### src/rtl/encoder_decoder.sv
`default_nettype none
// ============================================================================
// Module  : encoder_decoder
// Brief   : Quadrature decoder with input filter, velocity window and AXI-Lite
// Revision: 1.0
// ============================================================================
module encoder_decoder #(
   parameter int SYNC_STAGES = 2
) (
   input  logic        clk,
   input  logic        reset,
   input  logic        encoder_a,
   input  logic        encoder_b,
   input  logic [7:0]  CP_AWADDR,
   input  logic [2:0]  CP_AWPROT,
   input  logic        CP_AWVALID,
   output logic        CP_AWREADY,
   input  logic [63:0] CP_WDATA,
   input  logic [7:0]  CP_WSTRB,
   input  logic        CP_WVALID,
   output logic        CP_WREADY,
   output logic [1:0]  CP_BRESP,
   output logic        CP_BVALID,
   input  logic        CP_BREADY,
   input  logic [7:0]  CP_ARADDR,
   input  logic [2:0]  CP_ARPROT,
   input  logic        CP_ARVALID,
   output logic        CP_ARREADY,
   output logic [63:0] CP_RDATA,
   output logic [1:0]  CP_RRESP,
   output logic        CP_RVALID,
   input  logic        CP_RREADY
);

   localparam logic [7:0] c_ADDR_CTRL   = 8'h00;
   localparam logic [7:0] c_ADDR_POS    = 8'h08;
   localparam logic [7:0] c_ADDR_STATUS = 8'h10;
   localparam logic [7:0] c_ADDR_VWIN   = 8'h18;
   localparam logic [7:0] c_ADDR_VEL    = 8'h20;

   logic [SYNC_STAGES-1:0] r_sync_a, r_sync_b;
   logic [1:0]  r_cand, r_filt, r_prev;
   logic [8:0]  r_run;
   logic        r_filt_valid, r_primed;
   logic        r_enable, r_dir;
   logic [7:0]  r_filter;
   logic [31:0] r_pos, r_err_cnt, r_vel_window, r_win_cnt, r_acc, r_velocity;
   logic        r_awready, r_bvalid, r_arready, r_rvalid;
   logic [63:0] r_rdata;

   logic [1:0]  w_ab;
   logic [8:0]  w_run, w_need;
   logic        w_change, w_fwd, w_rev, w_err;
   logic [31:0] w_step_val;
   logic        w_wr_en, w_clr_pos, w_clr_err, w_vel_wr, w_rd_en;
   logic [63:0] w_rd_data;
   logic        w_unused;

   // Forward Gray order on {A,B}: 00 -> 10 -> 11 -> 01 -> 00
   function automatic logic [1:0] gray_next(input logic [1:0] s);
      case (s)
         2'b00:   gray_next = 2'b10;
         2'b10:   gray_next = 2'b11;
         2'b11:   gray_next = 2'b01;
         default: gray_next = 2'b00;
      endcase
   endfunction

   assign w_ab   = {r_sync_a[SYNC_STAGES-1], r_sync_b[SYNC_STAGES-1]};
   assign w_run  = (w_ab != r_cand) ? 9'd1 : ((r_run == 9'd256) ? r_run : r_run + 9'd1);
   assign w_need = {1'b0, r_filter} + 9'd1;

   always_ff @(posedge clk or posedge reset) begin
      if (reset) begin
         r_sync_a     <= '0;
         r_sync_b     <= '0;
         r_cand       <= 2'b00;
         r_run        <= 9'd0;
         r_filt       <= 2'b00;
         r_filt_valid <= 1'b0;
      end else begin
         r_sync_a <= {r_sync_a[SYNC_STAGES-2:0], encoder_a};
         r_sync_b <= {r_sync_b[SYNC_STAGES-2:0], encoder_b};
         r_cand   <= w_ab;
         r_run    <= w_run;
         if (w_run >= w_need) begin
            r_filt       <= w_ab;
            r_filt_valid <= 1'b1;
         end
      end
   end

   assign w_change   = r_filt_valid && r_primed && (r_filt != r_prev);
   assign w_fwd      = r_enable && w_change && (r_filt == gray_next(r_prev));
   assign w_rev      = r_enable && w_change && (r_prev == gray_next(r_filt));
   assign w_err      = r_enable && w_change && ((r_filt ^ r_prev) == 2'b11);
   assign w_step_val = w_fwd ? 32'd1 : (w_rev ? 32'hFFFF_FFFF : 32'd0);

   assign w_wr_en   = r_awready && CP_AWVALID && CP_WVALID;
   assign w_clr_pos = w_wr_en && (CP_AWADDR == c_ADDR_CTRL) && CP_WSTRB[0] && CP_WDATA[1];
   assign w_clr_err = w_wr_en && (CP_AWADDR == c_ADDR_CTRL) && CP_WSTRB[0] && CP_WDATA[2];
   assign w_vel_wr  = w_wr_en && (CP_AWADDR == c_ADDR_VWIN) && (|CP_WSTRB[3:0]);
   assign w_rd_en   = r_arready && CP_ARVALID;

   always_ff @(posedge clk or posedge reset) begin
      if (reset) begin
         r_prev    <= 2'b00;
         r_primed  <= 1'b0;
         r_pos     <= 32'd0;
         r_dir     <= 1'b0;
         r_err_cnt <= 32'd0;
      end else begin
         if (r_filt_valid && !r_primed) begin
            r_prev   <= r_filt;
            r_primed <= 1'b1;
         end else if (w_change) begin
            r_prev <= r_filt;
         end
         // Clears take priority over a step or error landing in the same cycle
         if (w_clr_pos)  r_pos <= 32'd0;
         else if (w_fwd) r_pos <= r_pos + 32'd1;
         else if (w_rev) r_pos <= r_pos - 32'd1;
         if (w_fwd)      r_dir <= 1'b1;
         else if (w_rev) r_dir <= 1'b0;
         if (w_clr_err) r_err_cnt <= 32'd0;
         else if (w_err && (r_err_cnt != 32'hFFFF_FFFF)) r_err_cnt <= r_err_cnt + 32'd1;
      end
   end

   always_ff @(posedge clk or posedge reset) begin
      if (reset) begin
         r_win_cnt  <= 32'd0;
         r_acc      <= 32'd0;
         r_velocity <= 32'd0;
      end else if (w_vel_wr) begin
         r_win_cnt <= 32'd0;
         r_acc     <= 32'd0;
      end else if (r_vel_window != 32'd0) begin
         if (r_win_cnt == r_vel_window - 32'd1) begin
            r_velocity <= r_acc + w_step_val;
            r_acc      <= 32'd0;
            r_win_cnt  <= 32'd0;
         end else begin
            r_acc     <= r_acc + w_step_val;
            r_win_cnt <= r_win_cnt + 32'd1;
         end
      end
   end

   always_ff @(posedge clk or posedge reset) begin
      if (reset) begin
         r_enable     <= 1'b0;
         r_filter     <= 8'd0;
         r_vel_window <= 32'd0;
         r_awready    <= 1'b0;
         r_bvalid     <= 1'b0;
      end else begin
         r_awready <= CP_AWVALID && CP_WVALID && !r_bvalid && !r_awready;
         if (w_wr_en) begin
            r_bvalid <= 1'b1;
            if (CP_AWADDR == c_ADDR_CTRL) begin
               if (CP_WSTRB[0]) r_enable <= CP_WDATA[0];
               if (CP_WSTRB[1]) r_filter <= CP_WDATA[15:8];
            end
            if (CP_AWADDR == c_ADDR_VWIN) begin
               for (int i = 0; i < 4; i++)
                  if (CP_WSTRB[i]) r_vel_window[8*i +: 8] <= CP_WDATA[8*i +: 8];
            end
         end else if (r_bvalid && CP_BREADY) begin
            r_bvalid <= 1'b0;
         end
      end
   end

   always_comb begin
      w_rd_data = 64'd0;
      case (CP_ARADDR)
         c_ADDR_CTRL:   w_rd_data = {48'd0, r_filter, 7'd0, r_enable};
         c_ADDR_POS:    w_rd_data = {{32{r_pos[31]}}, r_pos};
         c_ADDR_STATUS: w_rd_data = {30'd0, r_primed, r_dir, r_err_cnt};
         c_ADDR_VWIN:   w_rd_data = {32'd0, r_vel_window};
         c_ADDR_VEL:    w_rd_data = {{32{r_velocity[31]}}, r_velocity};
         default:       w_rd_data = 64'd0;
      endcase
   end

   always_ff @(posedge clk or posedge reset) begin
      if (reset) begin
         r_arready <= 1'b0;
         r_rvalid  <= 1'b0;
         r_rdata   <= 64'd0;
      end else begin
         r_arready <= CP_ARVALID && !r_rvalid && !r_arready;
         if (w_rd_en) begin
            r_rvalid <= 1'b1;
            r_rdata  <= w_rd_data;
         end else if (r_rvalid && CP_RREADY) begin
            r_rvalid <= 1'b0;
         end
      end
   end

   assign CP_AWREADY = r_awready;
   assign CP_WREADY  = r_awready;
   assign CP_BVALID  = r_bvalid;
   assign CP_BRESP   = 2'b00;
   assign CP_ARREADY = r_arready;
   assign CP_RVALID  = r_rvalid;
   assign CP_RDATA   = r_rdata;
   assign CP_RRESP   = 2'b00;

   assign w_unused = ^{CP_AWPROT, CP_ARPROT, CP_WDATA[63:32], CP_WSTRB[7:4]};

endmodule
`default_nettype wire

### config.mk
export PLATFORM = sky130hd
export DESIGN_NAME = encoder_decoder
export DESIGN_NICKNAME = d
export VERILOG_FILES = /design/src/rtl/encoder_decoder.sv
export SDC_FILE = /design/constraint.sdc
export NUM_CORES = 1
export LEC_CHECK = 0
export BUFFER_PORTS_ARGS = -buffer_cell sky130_fd_sc_hd__buf_2
export CAP_MARGIN = 20
export CORE_ASPECT_RATIO = 1.2
export CORE_MARGIN = 5
export CORE_UTILIZATION = 40
export CTS_BUF_LIST = sky130_fd_sc_hd__clkbuf_4 sky130_fd_sc_hd__clkbuf_8 sky130_fd_sc_hd__clkbuf_16
export CTS_CLUSTER_DIAMETER = 60
export CTS_CLUSTER_SIZE = 24
export DETAILED_ROUTE_END_ITERATION = 10
export SLEW_MARGIN = 20
export SYNTH_ARGS = -nofsm -noshare
export SYNTH_HDL_FRONTEND = slang
export SYNTH_SLANG_ARGS = --single-unit
### constraint.sdc
create_clock -name clk -period 8.2 [get_ports clk]
set_input_delay 1.64 -clock clk [delete_from_list [all_inputs] [get_ports clk]]
set_output_delay 1.64 -clock clk [all_outputs]
set_load 0.03 [all_outputs]
==> metrics, run 1 <==
die width 195 um; Routed WL per cell 19.3 um; Setup Fix Bufs, Post-CTS 0; starting utilization of the core area 0.402; Synth top area share 0.401; WP data arrival 5590 ps; IO Pins 176; Final ANT Viol Nets 0; largest net degree at the start of global routing 161; first-pass GRT wire length 72200 um; maximum clock frequency 195 MHz; clock tree from TritonCTS yes; power density over the cells 161 mW/mm2; setup violators final 0; Synth Cell Area 0.0164 mm2; sequential area share after synthesis 0.401; clk_lat worst skew 570 ps; Post-synth EDFFs 0; DP Cell Count 2324; vias in the first global route 13200; yosys warns 0; critical path class reg2reg; hold_buf cts 0; outcome complete, no violations; most common flop cell mapped by yosys dfrtp_1; most area-hungry cell type in the Yosys netlist dfrtp_1; total global-route track usage 0.196; Gate Count Post-Synth 1742; TritonCTS Sinks 262; initial antenna violation count 0; Seq cells post-synth 262; Hold Crit Class reg2reg; nets 1996; Post-DP HPWL 33300 um; clk_skew 22.4 ps; worst slew pin tran 1040 ps; Iter 0 DRT Violations 926; DRC viols 0; total wire length 45700 um; Synth cell types 76; nature of the critical path endpoint register; Design Area, Final 0.0182 mm2; drt pass-1 iters 8; RSZ-0062 raised after global routing false; Root Buffer Master clkbuf_16; DR vias 13600; max-cap violations 0; final hold slack 355 ps; Sum Neg Setup Slack 0 ps; Pleak 8.74 nW; layout cells sized above 1 0.151; floorplan die area 0.0450 mm2; worst-path fanout max 33; Post-Syn Area per Cell 9.39 um2; H-tree depth 1; total gr overflow 0; worst-case vdd ir drop 137 uV; final worst setup slack 3060 ps; Via-to-Cell Ratio 5.74; pre-CTS setup slack 3030 ps; Final Max Slew Viols 0; # rows 81; gp weighted congestion 0.901; Final Critical Period 5140 ps; clock slew seen by the registers of the worst setup and hold paths 70 ps; Worst slew margin 0.306; CTS buffer count 27; post-cts resize count 0; Core Area 0.0406 mm2; antenna fix cells 0; Hold Violations, Final 0; synthesis-to-finish area growth 11.6%; Port Buffers 129; ranking of synthesized cells by area dfrtp_1 40%, ha_1 5.8%, nand2_1 4.7%, xnor2_1 3.7%, xor2_1 3.7%; Clock Path Buffers 3; Placed Area 0.0173 mm2; die span in y 232 um; number of cells in the finished layout apart from fillers 2374; ys async rst share 1.00; startpoint types register; post-route clock period utilization 0.626; worst path required time 8650 ps
[worst max-delay path, stage by stage (launching register included)]
cell      delay (ps)
dfrtp_1          430
xor2_1           200
nand3b_1         380
inv_1             80
buf_4            270
nor2_2           120
buf_4            330
clkinv_1         160
ha_1             270
a211oi_1         330
o21ai_0          240
a41oi_1          450
nor3_1           120
o311ai_0         570
a21boi_0         320
o221ai_1         310
xnor2_1          130
mux2_1           290
[Yosys cell counts, types with 25 or more instances]
library cell / number
clkbuf_1: 56
a31oi_1: 26
a21o_1: 65
mux2_1: 25
a21oi_1: 101
ha_1: 76
nand4_1: 27
xnor2_1: 70
and3_1: 37
xor2_1: 70
nor2_1: 108
buf_4: 38
o21ai_0: 66
mux2i_1: 27
nand3_1: 63
nor3_1: 42
dfrtp_1: 262
a22o_1: 33
nand2_1: 203
mux2_2: 47
inv_1: 48
[cells in the final DEF (no fill, tap or decap), types with 11 or more instances in the layout]
cell type	instances
a31oi_1	26
a221oi_1	11
a22o_1	33
nand2_1	202
nand3_1	63
a211oi_1	14
xnor2_1	70
mux2i_1	27
mux2_2	47
nand4_1	27
nor4_1	18
and3_1	36
xor2_1	70
buf_4	16
buf_2	129
nor3_1	42
a21o_1	65
dfrtp_1	262
nor2_1	107
a222oi_1	22
clkbuf_16	27
a21oi_1	101
ha_1	76
o21ai_0	66
or3_1	13
inv_1	47
mux2_1	25
[per-stage QoR]
step,util,power (W)
3_5_place_dp,0.425,0.00166
5_1_grt,0.449,0.00307
2_1_floorplan,-,0.00158
4_1_cts,0.448,0.00298
6_report,0.449,0.00294
3_3_place_gp,0.425,0.00165
[path summary, 6_finish.rpt]
| kind | slack, ps | from | to | cells past startpoint |
|---|---|---|---|---|
| max | 3060 | r_filt[0] | r_velocity[31] | 17 |
| min | 360 | r_sync_b[0] | r_sync_b[1] | 0 |
| max reg2reg | 3060 | r_filt[0] | r_velocity[31] | 17 |
| min reg2reg | 360 | r_sync_b[0] | r_sync_b[1] | 0 |
| max in group asynchronous | 6010 | reset | r_acc[8] | 3 |
| min in group asynchronous | 1030 | reset | r_win_cnt[8] | 2 |
[where the power goes]
group,total [W],internal (W),switching [W]
clock network,0.00131,0.000659,0.000651
logic,0.000282,0.000105,0.000178
registers,0.00135,0.00132,0.0000323
[logic make-up after synthesis]
group                      count (synthesis)  share of synthesized area
muxes                                     99                     0.0661
DFF                                      262                      0.401
AOI/OAI and AO/OA                        420                      0.174
adders and majority gates                 78                     0.0606
buffers and inverters                    155                     0.0468
other                                      1                   0.000229
and+or+nand+nor                          587                      0.176
xor gates and xnor gates                 140                     0.0750
[sequential cells by signal, summed over array words and instances (netlist names)]
register,cells
CP_ARREADY,1
CP_AWREADY,1
CP_BVALID,1
CP_RDATA,35
CP_RVALID,1
r_acc,32
r_cand,2
r_dir,1
r_enable,1
r_err_cnt,32
r_filt,2
r_filt_valid,1
r_filter,8
r_pos,32
r_prev,2
r_primed,1
r_run,9
r_sync_a,2
r_sync_b,2
r_vel_window,32
r_velocity,32
r_win_cnt,32
[layer usage]
layer / vias up / wire length [um] / track usage
met5: - / 0 / 0
met4: 0 / 1840 / 0.0809
met1: 6662 / 20000 / 0.261
met2: 391 / 21500 / 0.327
li1: 6491 / - / -
met3: 90 / 2390 / 0.0225
[layout make-up]
class	instances	area, um2
inverters	49	188
fillers	3956	22400
flip-flops and latches	262	6560
clock inverters	22	262
multi-input cells	1328	9080
clock buffers	27	676
well taps	539	674
repair buffers	147	806
Note: power is estimated with default switching activity, not from simulation.
==> inputs of run 2 (changes only) <==
--- a/config.mk
+++ b/config.mk
@@ -5,6 +5,7 @@
 export SDC_FILE = /design/constraint.sdc
 export NUM_CORES = 1
 export LEC_CHECK = 0
+export ABC_AREA = 1
 export BUFFER_PORTS_ARGS = -buffer_cell sky130_fd_sc_hd__buf_2
 export CAP_MARGIN = 20
 export CORE_ASPECT_RATIO = 1.2
==> constraint.sdc (replaced) <==
create_clock -name clk -period 4.8 [get_ports clk]
set_input_delay 0.96 -clock clk [delete_from_list [all_inputs] [get_ports clk]]
set_output_delay 0.96 -clock clk [all_outputs]
set_load 0.03 [all_outputs]
==> metrics, run 2 <==
outcome complete, no violations (unchanged); Final Critical Period 3940 ps (was 5140 ps); critical path's top delay family simple AND/OR/NAND/NOR gates (was compound AO/OA/AOI/OAI gates); most frequent cells in the layout 733 x nand2_1, 262 x dfrtp_1, 252 x nor2_1 (was 262 x dfrtp_1, 202 x nand2_1, 129 x buf_2); clock tree from TritonCTS yes (unchanged); Post-Syn Area per Cell 7.14 um2 (was 9.39 um2); DR vias 17400 (was 13600); sequential area share after synthesis 0.359 (was 0.401); CTS buffer count 27 (unchanged); first-pass GRT wire length 96500 um (was 72200 um); Hold Crit Start r_sync_a[0] (was r_sync_b[0]); WP data arrival 4460 ps (was 5590 ps); Routed WL per cell 18.7 um (was 19.3 um); startpoint types register (unchanged); die span in y 244 um (was 232 um); post-cts resize count 0 (unchanged); largest net degree at the start of global routing 82 (was 161); worst-path fanout max 12 (was 33); Core Area 0.0451 mm2 (was 0.0406 mm2); Post-synth EDFFs 0 (unchanged); maximum clock frequency 254 MHz (was 195 MHz); vias in the first global route 17300 (was 13200); Clock Path Buffers 3 (unchanged); final hold slack 359 ps (was 355 ps); net switching power 0.00177 W (was 0.000861 W); most area-hungry cell type in the Yosys netlist dfrtp_1 (unchanged); TritonCTS Sinks 262 (unchanged); Hold Crit Class reg2reg (unchanged); Final ANT Viol Nets 0 (unchanged); sw frac 0.322 (was 0.293); worst path required time 5320 ps (was 8650 ps); clock share of power 0.442 (was 0.445); Port Buffers 129 (unchanged); Setup Fix Bufs, Post-CTS 0 (unchanged); nature of the critical path endpoint register (unchanged); hold_buf cts 0 (unchanged); clock slew seen by the registers of the worst setup and hold paths 90 ps (was 70 ps); Post-DP HPWL 47900 um (was 33300 um); Pint 0.00372 W (was 0.00208 W); die width 205 um (was 195 um); most numerous cell in the Yosys netlist nand2_1 (was dfrtp_1); floorplan die area 0.0501 mm2 (was 0.0450 mm2); Logic pwr share 0.129 (was 0.096); initial antenna violation count 2 (was 0); Synth top area share 0.359 (was 0.401); power density over the cells 269 mW/mm2 (was 161 mW/mm2); most common flop cell mapped by yosys dfrtp_1 (unchanged); most common cell after layout, fill and taps aside nand2_1 (was dfrtp_1); flip-flop count of the largest register after layout 35 (unchanged); critical path class reg2reg (unchanged); reg-to-reg startpoint r_filt[0] (unchanged); Gate Count Post-Synth 2558 (was 1742); Iter 0 DRT Violations 1250 (was 926); gp weighted congestion 0.956 (was 0.901); Sum Neg Setup Slack 0 ps (unchanged); # fillers 4694 (was 3956); area of the multi-input gates 0.0102 mm2 (was 0.00908 mm2); ranking of synthesized cells by area dfrtp_1 36%, nand2_1 15%, ha_1 5.2%, nor2_1 5.2%, inv_1 5.2% (was dfrtp_1 40%, ha_1 5.8%, nand2_1 4.7%, xnor2_1 3.7%, xor2_1 3.7%); crit-path max cell delay 660 ps (was 570 ps); Synth cell types 54 (was 76); total wire length 61200 um (was 45700 um); starting utilization of the core area 0.405 (was 0.402); nets 2825 (was 1996); synthesis-to-finish area growth 11.6% (about the same); ys async rst share 1.00 (unchanged); Commonest cells post-synth 734 x nand2_1, 262 x dfrtp_1, 253 x nor2_1 (was 262 x dfrtp_1, 203 x nand2_1, 108 x nor2_1); Via-to-Cell Ratio 5.32 (was 5.74); Worst Path Buf+Inv 1 (was 4); layout cells sized above 1 0.105 (was 0.151); Hold Violations, Final 0 (unchanged); setup violators final 0 (unchanged); H-tree depth 1 (unchanged); Final Max Slew Viols 0 (unchanged); IO Pins 176 (unchanged); total gr overflow 0 (unchanged); Reg power frac 0.430 (was 0.459); Worst Setup SP r_filt[0] (unchanged); register area 0.00656 mm2 (unchanged); RSZ-0062 raised after global routing false (unchanged); total global-route track usage 0.242 (was 0.196); Worst slew margin 0.392 (was 0.306); post-route clock period utilization 0.820 (was 0.626); cell mode on critical path nand2_1 (was buf_4); # rows 85 (was 81); DRC viols 0 (unchanged); Synth Cell Area 0.0183 mm2 (was 0.0164 mm2); CP Cell Sequence xnor2_1 > nand2_1 > nand4_1 > nor2_2 > inv_1 > nand2_1 > ha_1 > nand3_1 > nand2_1 > a21oi_1 > o21ai_0 > xor2_1 > nand4_1 > nand2_1 (was xor2_1 > nand3b_1 > inv_1 > buf_4 > nor2_2 > buf_4 > clkinv_1 > ha_1 > a211oi_1 > o21ai_0 > a41oi_1 > nor3_1 > o311ai_0 > a21boi_0 > o221ai_1 > xnor2_1 > mux2_1); CP max-delay cell nor2_2 (was o311ai_0); clk_lat worst skew 590 ps (was 570 ps); worst-case vdd ir drop 292 uV (was 137 uV); clk_skew 37.5 ps (was 22.4 ps); Seq cells post-synth 262 (unchanged); worst slew pin tran 912 ps (was 1040 ps); drt pass-1 iters 6 (was 8); max-cap violations 0 (unchanged); Root Buffer Master clkbuf_16 (unchanged); Pleak 10.5 nW (was 8.74 nW); yosys warns 0 (unchanged)
==> run 2: changes by cell type in the layout (fill, tap and decap cells not counted), sizes merged, moves of 60 or more <==
| cell | before | now |
|---|---|---|
| nand2 | 203 | 745 |
| inv | 62 | 272 |
| nor2 | 109 | 272 |
| o21ai | 74 | 192 |
| nand3 | 63 | 133 |
| a21o | 65 | 5 |
==> run 2: through the flow <==
| stage | total power, W | setup WS (ps) | cells | util | instance area, um2 |
|---|---|---|---|---|---|
| floorplan | 0.00287 | 384 | 2561 | - | 18300 |
| global placement | 0.00309 | 985 | 3224 | 0.429 | 19300 |
| detailed placement | 0.00311 | 971 | 3224 | 0.429 | 19300 |
| CTS | 0.00554 | 927 | 3274 | 0.452 | 20400 |
| global route | 0.00572 | 558 | 3275 | 0.452 | 20400 |
| finish | 0.00549 | 863 | 3275 | 0.452 | 20400 |
==> run 2: power groups by stage <==
stage                     registers [W]  logic, W  clock network (W)
after floorplan                 0.00243  0.000447                  0
after global placement          0.00240  0.000696                  0
after detailed placement        0.00240  0.000706                  0
after CTS                       0.00236  0.000709            0.00248
after global routing            0.00237  0.000798            0.00256
final                           0.00236  0.000706            0.00242
==> run 2: worst paths after layout <==
kind                             endpoint  slack [ps]  depth (start not counted)
setup / recovery           r_velocity[13]         860                         14
max in group asynchronous        r_pos[1]        3160                          3
min in group asynchronous   r_win_cnt[15]         520                          2
hold reg to reg               r_sync_a[1]         360                          0
setup reg to reg           r_velocity[13]         860                         14
hold / removal                r_sync_a[1]         360                          0
==> run 2: logic make-up (layout without fill, tap and decap cells) <==
kind of cell,Yosys count,count (layout),share of synthesized area
DFF,262,262,0.359
xor gates and xnor gates,104,104,0.0499
buffers and inverters,362,466,0.0853
adders and majority gates,78,78,0.0542
muxes,21,21,0.0129
and+or+nand+nor,1312,1312,0.311
other,1,5,0.000205
AOI/OAI and AO/OA,418,418,0.128
==> run 2: cell type report <==
| cell class | count | share of cell area |
|---|---|---|
| repair buffers | 153 | 0.0417 |
| inverters | 263 | 0.0486 |
| multi-input cells | 1937 | 0.500 |
| diodes | 1 | 0.000123 |
| flip-flops and latches | 262 | 0.321 |
| clock buffers | 27 | 0.0331 |
| well taps | 609 | 0.0374 |
| clock inverters | 23 | 0.0180 |
==> run 2: per-layer routing <==
layer,up-vias,routed length (um),track usage
li1,8588,-,-
met1,8223,26100,0.320
met2,474,28800,0.405
met3,135,3240,0.0254
met4,0,3060,0.103
met5,-,0,0
==> inputs of run 3 (changes only) <==
==> constraint.sdc (replaced) <==
create_clock -name clk -period 4.1 [get_ports clk]
set_input_delay 0.82 -clock clk [delete_from_list [all_inputs] [get_ports clk]]
set_output_delay 0.82 -clock clk [all_outputs]
set_load 0.03 [all_outputs]
==> metrics, run 3 (synthesis gave the netlist of run 2 again) <==
Pleak 10.5 nW (about the same); DR vias 17300 (was 17400); initial antenna violation count 0 (was 2); register area 0.00656 mm2 (unchanged); floorplan die area 0.0501 mm2 (unchanged); die span in y 244 um (unchanged); pre-CTS setup slack 503 ps (was 971 ps); Final Max Slew Viols 0 (unchanged); Worst slew margin 0.374 (was 0.392); Final Critical Period 3650 ps (was 3940 ps); outcome complete, no violations (unchanged); synthesis-to-finish area growth 11.5% (was 11.6%); TritonCTS Sinks 262 (unchanged); gp weighted congestion 0.962 (was 0.956); total gr overflow 0 (unchanged); most frequent cells in the layout 733 x nand2_1, 262 x dfrtp_1, 252 x nor2_1 (unchanged); Routed WL per cell 18.6 um (was 18.7 um); worst-case vdd ir drop 251 uV (was 292 uV); critical path's top delay family buffers and inverters (was simple AND/OR/NAND/NOR gates); Worst Reg2Reg Path Length in Cells 21 (was 14); reg-to-reg startpoint r_prev[0] (was r_filt[0]); Via-to-Cell Ratio 5.29 (was 5.32); die width 205 um (unchanged); nets 2830 (was 2825); # rows 85 (unchanged); clk_skew 21.4 ps (was 37.5 ps); clock tree from TritonCTS yes (unchanged); Clock Path Buffers 3 (unchanged); layout cells sized above 1 0.106 (was 0.105); Worst Setup SP r_prev[0] (was r_filt[0]); number of cells in the finished layout apart from fillers 3279 (was 3275); DRC viols 0 (unchanged); CP max-delay cell o21ai_0 (was nor2_2); total global-route track usage 0.238 (was 0.242); post-cts resize count 0 (unchanged); flip-flop count of the largest register after layout 35 (unchanged); critical path class reg2reg (unchanged); Iter 0 DRT Violations 1291 (was 1250); Setup Fix Bufs, Post-CTS 0 (unchanged); startpoint types register (unchanged); Placed Area 0.0194 mm2 (was 0.0193 mm2); drt pass-1 iters 5 (was 6); largest net degree at the start of global routing 79 (was 82); total wire length 61000 um (was 61200 um); Design Area, Final 0.0204 mm2 (about the same); worst path required time 4560 ps (was 5320 ps); vias in the first global route 16700 (was 17300); final worst setup slack 447 ps (was 863 ps); CTS buffer count 27 (unchanged); area of the multi-input gates 0.0102 mm2 (unchanged); clock slew seen by the registers of the worst setup and hold paths 70 ps (was 90 ps); # fillers 4730 (was 4694); hold_buf cts 0 (unchanged); IO Pins 176 (unchanged); RSZ-0062 raised after global routing false (unchanged); clk_lat worst skew 570 ps (was 590 ps); H-tree depth 1 (unchanged); Hold Violations, Final 0 (unchanged); starting utilization of the core area 0.405 (unchanged); reg2reg setup slack 450 ps (was 860 ps); reg-to-reg endpoint r_pos[30] (was r_velocity[13]); nature of the critical path endpoint register (unchanged); DP Cell Count 3229 (was 3224); cell mode on critical path nand2_1 (unchanged); Root Buffer Master clkbuf_16 (unchanged); maximum clock frequency 274 MHz (was 254 MHz); worst-path fanout max 34 (was 12); Hold Crit Class in2async (was reg2reg); Worst Path Buf+Inv 6 (was 1); most common cell after layout, fill and taps aside nand2_1 (unchanged); antenna fix cells 0 (was 1); Final ANT Viol Nets 0 (unchanged); power density over the cells 304 mW/mm2 (was 269 mW/mm2); max-cap violations 0 (unchanged); Port Buffers 129 (unchanged); setup violators final 0 (unchanged); Post-DP HPWL 47600 um (was 47900 um); post-route clock period utilization 0.891 (was 0.820); worst slew pin tran 938 ps (was 912 ps); Sum Neg Setup Slack 0 ps (unchanged); crit-path max cell delay 430 ps (was 660 ps); CP Cell Sequence xnor2_1 > nand2_1 > nand4_1 > inv_1 > nand2_1 > buf_12 > inv_1 > fa_1 > inv_1 > nand2_1 > o21ai_0 > buf_4 > a21oi_1 > o21ai_0 > a21oi_1 > inv_1 > nand2_1 > nand2_1 > nand2_1 > nand3_1 > nand2_1 (was xnor2_1 > nand2_1 > nand4_1 > nor2_2 > inv_1 > nand2_1 > ha_1 > nand3_1 > nand2_1 > a21oi_1 > o21ai_0 > xor2_1 > nand4_1 > nand2_1); Core Area 0.0451 mm2 (unchanged); WP data arrival 4110 ps (was 4460 ps); first-pass GRT wire length 94200 um (was 96500 um)
-- run 3: changes by cell type in the layout (fill, tap and decap cells not counted) --
cell	change
inv_12	-4
buf_4	+3
clkbuf_8	+4
clkinv_4	+1
inv_8	+3
clkinv_2	+2
inv_16	-4
buf_12	+2
diode_2	-1
clkinv_8	-2
bufinv_16	-1
inv_6	+1
-- run 3: report_power, final --
group          leakage, nW  internal, W  total [W]  switching, W
clock network        0.469      0.00136    0.00261       0.00125
registers             3.47      0.00267    0.00276     0.0000928
logic                 6.54     0.000260   0.000828      0.000568
-- run 3: final cells by class --
| class | instances | area share |
|---|---|---|
| multi-input cells | 1937 | 0.500 |
| clock buffers | 31 | 0.0359 |
| flip-flops and latches | 262 | 0.322 |
| repair buffers | 158 | 0.0449 |
| inverters | 263 | 0.0487 |
| well taps | 609 | 0.0374 |
| clock inverters | 19 | 0.0109 |
-- run 3: how the worst max path moves through the flow --
stage                 end  cells after the start
2_1_floorplan  CP_ARREADY                      1
3_3_place_gp    r_pos[30]                     21
3_5_place_dp    r_pos[30]                     21
4_1_cts         r_pos[30]                     21
5_1_grt         r_pos[30]                     21
6_report        r_pos[30]                     21
-- run 3: per-layer routing --
metal  global-route usage  share of wire
met5                    0              0
met4               0.0901          0.041
met3               0.0302          0.058
met2                0.406           0.48
met1                0.308           0.42
-- run 3: through the flow --
stage	total power, W	hold WS (ps)	util
3_3_place_gp	0.00363	344	0.430
5_1_grt	0.00647	339	0.452
6_report	0.00620	354	0.452
4_1_cts	0.00626	338	0.452
2_1_floorplan	0.00336	331	-
3_5_place_dp	0.00364	340	0.430
